==> src/rtl/skew_delay_pkg.sv <==
// skew_delay_pkg: shared defaults and delay arithmetic for the skew delay array
package skew_delay_pkg;

    localparam int DEF_WIDTH = 8;
    localparam int DEF_NCH   = 4;
    localparam int DEF_STEP  = 1;

    // Delay in okay=1 cycles applied to channel c.
    function automatic int chan_delay(input int c, input int nch, input int step, input int reverse);
        return ((reverse != 0) ? (nch - 1 - c) : c) * step;
    endfunction

    // Deepest channel in the array, (NCH-1)*STEP.
    function automatic int max_depth(input int nch, input int step);
        return (nch - 1) * step;
    endfunction

endpackage

==> src/rtl/skew_delay_line.sv <==
// skew_delay_line: one channel of DEPTH stages carrying {valid, data}; DEPTH=0 is a wire
module skew_delay_line #(
    parameter int WIDTH = 8,
    parameter int DEPTH = 1
) (
    input  logic             clk,
    input  logic             rst_n,
    input  logic             okay,
    input  logic             clear,
    input  logic             in_valid,
    input  logic [WIDTH-1:0] x,
    output logic             out_valid,
    output logic [WIDTH-1:0] y,
    output logic             busy
);

    localparam int SW = WIDTH + 1;

    generate
        if (DEPTH == 0) begin : g_pass
            logic unused_ctl;
            assign unused_ctl = ^{clk, rst_n, okay};
            assign y          = x;
            assign out_valid  = in_valid & ~clear;
            assign busy       = 1'b0;
        end else begin : g_shift
            logic [DEPTH*SW-1:0] sr_q, sr_d;
            // Newest word enters the low stage; clear wins over okay, okay=0 holds everything.
            always_comb begin
                sr_d = clear ? '0 : okay ? ((sr_q << SW) | (DEPTH*SW)'({in_valid, x})) : sr_q;
            end
            // Stage register, flushed asynchronously by reset.
            always_ff @(posedge clk or negedge rst_n) begin
                if (!rst_n) sr_q <= '0;
                else        sr_q <= sr_d;
            end
            // Busy while any stage still carries a valid word.
            always_comb begin
                busy = 1'b0;
                for (int i = 0; i < DEPTH; i++) busy = busy | sr_q[i*SW+WIDTH];
            end
            assign {out_valid, y} = sr_q[DEPTH*SW-1 -: SW];
        end
    endgenerate

endmodule

==> src/rtl/skew_delay_array.sv <==
// skew_delay_array: per-channel staggered delay lines; SKEW_DELAY_ZERO_GATE_EN zeroes invalid output lanes
module skew_delay_array
    import skew_delay_pkg::*;
#(
    parameter int WIDTH   = DEF_WIDTH,
    parameter int NCH     = DEF_NCH,
    parameter int STEP    = DEF_STEP,
    parameter int REVERSE = 0
) (
    input  logic                 clk,
    input  logic                 rst_n,
    input  logic                 okay,
    input  logic                 clear,
    input  logic [NCH-1:0]       in_valid,
    input  logic [NCH*WIDTH-1:0] x,
    output logic [NCH-1:0]       out_valid,
    output logic [NCH*WIDTH-1:0] y,
    output logic                 busy
);

    localparam int MAX_DEPTH = max_depth(NCH, STEP);

    logic [NCH-1:0] line_busy;

    for (genvar c = 0; c < NCH; c++) begin : g_ch
        localparam int D = chan_delay(c, NCH, STEP, REVERSE);
        logic [WIDTH-1:0] y_raw;
        skew_delay_line #(.WIDTH(WIDTH), .DEPTH(D)) u_line (
            .clk       (clk),
            .rst_n     (rst_n),
            .okay      (okay),
            .clear     (clear),
            .in_valid  (in_valid[c]),
            .x         (x[c*WIDTH +: WIDTH]),
            .out_valid (out_valid[c]),
            .y         (y_raw),
            .busy      (line_busy[c])
        );
`ifdef SKEW_DELAY_ZERO_GATE_EN
        assign y[c*WIDTH +: WIDTH] = out_valid[c] ? y_raw : '0;
`else
        assign y[c*WIDTH +: WIDTH] = y_raw;
`endif
    end

    assign busy = (MAX_DEPTH > 0) && (|line_busy);

endmodule

==> config.mk <==
export PLATFORM = sky130hd
export DESIGN_NAME = skew_delay_array
export DESIGN_NICKNAME = d
export VERILOG_FILES = /design/src/rtl/skew_delay_pkg.sv /design/src/rtl/skew_delay_line.sv /design/src/rtl/skew_delay_array.sv
export SDC_FILE = /design/constraint.sdc
export NUM_CORES = 1
export LEC_CHECK = 0
export BUFFER_PORTS_ARGS = -buffer_cell sky130_fd_sc_hd__buf_4
export CAP_MARGIN = 20
export CORE_ASPECT_RATIO = 0.5
export CORE_MARGIN = 4
export CORE_UTILIZATION = 25
export DETAILED_ROUTE_END_ITERATION = 8
export SYNTH_ARGS = -nofsm -noshare
export SYNTH_HDL_FRONTEND = slang
export SYNTH_SLANG_ARGS = --single-unit
==> constraint.sdc <==
create_clock -name clk -period 2.4 [get_ports clk]
set_clock_uncertainty 0.05 [all_clocks]
set_input_delay 0.12 -clock clk [delete_from_list [all_inputs] [get_ports clk]]
set_output_delay 0.12 -clock clk [all_outputs]
set_load 0.01 [all_outputs]
**Word level (Yosys, flattened, before mapping)**

Cells that the tools add are included.

- Output and inout bits: 37
- Register bits: 54
- Word-level logic and storage cells: 18

- Bitwise gates (word level): 7
- Mux-type cells: 6
- Reduce and logical (&&, ||, !) cells: 2

Operators with widths:

| kind | count |
|---|---|
| $mux 27 | 2 |
| $mux 18 | 2 |
| $or 27x9->27 | 1 |
| $mux 9 | 2 |
| $or 18x9->18 | 1 |
| $or 1x1->1 | 3 |
| $reduce_or 3->1 | 1 |
| $reduce_bool 2->1 | 1 |
| $and 1x1->1 | 1 |
| $not 1->1 | 1 |

**Depth between registers and ports, before layout**

- Word-level depth: 3
- Gate-level depth with buffers: 4
- Mapped depth without buffers: 2

**Modules after synthesis**

A second synthesis with hierarchy kept.

- Cells, all modules: 205
- Area total of the unflattened synthesis: 2459.9 um2

Modules (own cells, without submodules):

| module | cells an instance | times used | area each (um2) | seq. area each (um2) |
|---|---|---|---|---|
| skew_delay_line (g_ch[3].u_line) | 96 | 1 | 1189.9 | 675.6 |
| skew_delay_line (g_ch[2].u_line) | 67 | 1 | 805.8 | 450.4 |
| skew_delay_line (g_ch[1].u_line) | 30 | 1 | 371.6 | 225.2 |
| skew_delay_line (g_ch[0].u_line) | 11 | 1 | 85.1 | 0.0 |
| skew_delay_array | 1 | 1 | 7.5 | 0.0 |

**Least setup slack after synthesis**

Ideal clock, no wire load.

- Kind: flip-flop to output port
- Start: register g_ch[2].u_line.g_shift.sr_q[8]
- End: output port busy
- Arrival: 0.743 ns
- Cell stages (with the launch flop): 3
- Setup slack: 1.487 ns
- Cell sequence: dfrtp_1 -> nor4_1 -> nand2_1

- Longest elaborated chain between the ends: 2

RTL lines:

| element | line | source |
|---|---|---|
| start: declaration | skew_delay_line.sv:27 | `logic [DEPTH*SW-1:0] sr_q, sr_d;` |
| start signal: assignment | skew_delay_line.sv:35 | `else sr_q <= sr_d;` |
| $or 1x1->1 | skew_delay_line.sv:40 | `for (int i = 0; i < DEPTH; i++) busy = busy \| sr_q[i*SW+WIDTH];` |
| $reduce_or 3->1 | skew_delay_array.sv:46 | `assign busy = (MAX_DEPTH > 0) && (\|line_busy);` |
| end: declaration | skew_delay_array.sv:18 | `output logic busy` |

No other way between the ends.

**Final worst setup path**

Same ends and word-level chain as after synthesis.

==> run_results.csv <==
group,metric,value,unit
run_status,status,"finished clean",
global_routing,track_usage,8.22,%
yosys,synth_xor_area_share,0,%
setup_path,slowest_stage,"dfrtp_1",
clocking,clock_sinks,54,
timing,fin_tns_setup,0,ns
route,avgViaCountPerCell,3.87,
yosys,synth-adder-area-share,0,%
finish,layout-drive-gt1-share,27.8,%
pwr,p_leak,1.52,nW
global_routing,grt_pass1_wl,7780,µm
placed_design,dpl_cell_area,0.00273,mm²
timing,fin_crit_sh,56.7,%
run,cap_viol_max_count,0,
finish,antenna_cells,0,
finish,regArea,0.00135,mm²
die,row_count,25,
global_routing,grt_overflow_total,0,
die,start_util,25.9,%
yosys,ys_warn_count,0,
finish,nets,274,
setup_path,end_kind,"output port",
timing,rsz0062_at_grt,"no",
clocking,cts_tree,"done",
die,fp.coreArea,0.00951,mm²
yosys,muxShareOfSynthArea,22.0,%
yosys,syn_area,0.00246,mm²
die,num_io_pins,77,
yosys,synth_top_family_by_area,"multiplexers",
setup_path,cp_max_fo,3,
clocking,cts_resized,0,
setup_path,timing.rr.start,"g_ch[2].u_line.g_shift.sr_q[8]",
setup_path,crit_chain,"nor4_1 > nand2_1 > buf_4",
die,dieArea,0.0116,mm²
timing,max_freq,734,MHz
clocking,clk_pin_slew,0.06,ns
yosys,syn_nets,246,
die,die_y,78.1,µm
setup_path,critPathLaunch,"g_ch[2].u_line.g_shift.sr_q[8]",
setup_path,cp_num_buf_inv,1,
finish,final_common_cell,"buf_4",
placed_design,gp_congestion,0.679,
die,dieWidth,148,µm
timing,finalHoldViolCount,0,
route,drc,0,
hold_path,holdPathStages,3,
yosys,synth_cells,206,
global_routing,grt_max_degree,56,
pwr,power_density,642,mW/mm²
route,antenna_left,0,
setup_path,rr_worst_depth,2,
hold_path,min_from,"x[17]",
setup_path,cp_data_required_time,2.23,ns
route,wirelength,4680,µm
timing,setup_violations,0,
finish,multi_input_area,763,µm²
yosys,synth_compound_area_share,0,%
finish,largest_reg_flops,54,
pwr,peakVddDrop,0.336,mV
clocking,h-tree-depth,2,
placed_design,io_buffers,60,
finish,largestRegisters,"g_ch.u_line.g_shift.sr_q (54)",
global_routing,antenna_found_initial,0,
route,first_pass_iters,4,
clocking,clkLatencyLatePin,0.28,ns
setup_path,critical_path_class,"reg2out",
global_routing,grt_pass1_vias,1538,
yosys,syn_area_per_cell,11.9,µm²
timing,tightest_slew,0.863,ns
setup_path,path_delay_family,"flip-flops",
yosys,ys_ff_latch,54,
route,vias,1427,
finish,top_register,"g_ch.u_line.g_shift.sr_q",
clocking,cts_made_buffers,5,
setup_path,cpPeakStageDelay,0.40,ns
yosys,netlist-cell-type-count,11,
clocking,ctsRootBufferMaster,"clkbuf_16",
yosys,synth_simple_gate_area_share,9.05,%
clocking,clockBufferDepth,2,
yosys,seq_area_frac_synth,54.9,%
setup_path,worstPathArrival,1.19,ns
route,drt_iter0_drc,103,
timing,period_needed,1.36,ns
setup_path,path_depth,3,
route,wl_per_cell,12.7,µm
finish,n_fill_cell,990,
finish,fin_area,0.00288,mm²
hold_path,hp-class,"in2reg",
placed_design,post-dp-hpwl,3190,µm
timing,timing.slew.headroom,42.4,%
finish,most-common-layout-cells,"buf_4 (60), nor2_1 (55), mux2i_1 (54), dfrtp_1 (54), clkbuf_16 (5)",
setup_path,critPathLaunchType,"register",
timing,drv_slew,0,
finish,area_growth,16.9,%
==> synth_stat cells <==
| master | instances | area, µm² |
|---|---|---|
| buf_4 | 28 | 210 |
| nor2_1 | 55 | 206 |
| buf_2 | 1 | 5.00 |
| nand2_1 | 1 | 3.75 |
| buf_1 | 5 | 18.8 |
| nor2b_1 | 1 | 6.26 |
| mux2i_1 | 54 | 541 |
| nor4_1 | 1 | 6.26 |
| buf_6 | 1 | 11.3 |
| dfrtp_1 | 54 | 1350 |
| buf_12 | 5 | 100 |
==> final timing paths <==
kind	endpoint	slack (ns)
worst max-delay path	busy	1.04
worst min-delay path	g_ch[2].u_line.g_shift.sr_q[1]	0.03
worst max register to register	g_ch[2].u_line.g_shift.sr_q[8]	1.61
worst min register to register	g_ch[3].u_line.g_shift.sr_q[25]	0.47
max in group asynchronous	g_ch[3].u_line.g_shift.sr_q[0]	1.46
min in group asynchronous	g_ch[1].u_line.g_shift.sr_q[5]	0.37
==> report_power, final <==
group / leakage, nW / switching (mW) / internal (mW)
registers: 0.731 / 0.0221 / 0.948
clock network: 0.0640 / 0.287 / 0.382
logic: 0.724 / 0.102 / 0.104
==> per-layer routing <==
metal  GRT usage [%]  up-vias  wire length, µm
met2            13.8       20             2350
met3            2.94        6              267
met1            10.0      704             2010
met4            2.40        0               50
li1                -      697                -
met5               0        -                0
==> kinds of logic after synthesis <==
family        count (synthesis)
buf+inv                      40
flops                        54
mux                          54
simple gates                 58
==> worst reg2reg max path, delay by kind of cell (launching register included) <==
kind | cells | cell delay (ns)
and+or+nand+nor | 1 | 0.06
muxes | 1 | 0.15
DFF | 1 | 0.40
==> layout make-up <==
type	count	area share [%]
Clock buffer	7	4.61
Multi-Input combinational cell	112	26.5
Sequential cell	54	47.0
Tap cell	135	5.87
Timing Repair Buffer	61	16.0
==> stage by stage <==
step	setup WS (ns)	total power, mW	std cells	hold WS, ns	utilization [%]
final	1.04	1.85	369	0.0317	30.3
after global routing	0.945	1.93	369	0.0492	30.3
after CTS	1.02	1.88	369	0.0289	30.3
after detailed placement	1.02	1.20	361	0.161	28.7
after global placement	1.09	1.19	361	0.142	28.7
after floorplan	1.49	1.13	206	-0.226	-
==> timing repair <==
action	4_1_cts	5_1_grt
setup buffers	0	0
hold buffers	1	0
hold endpoints to repair	54	0
(Power assumes the default switching activity.)
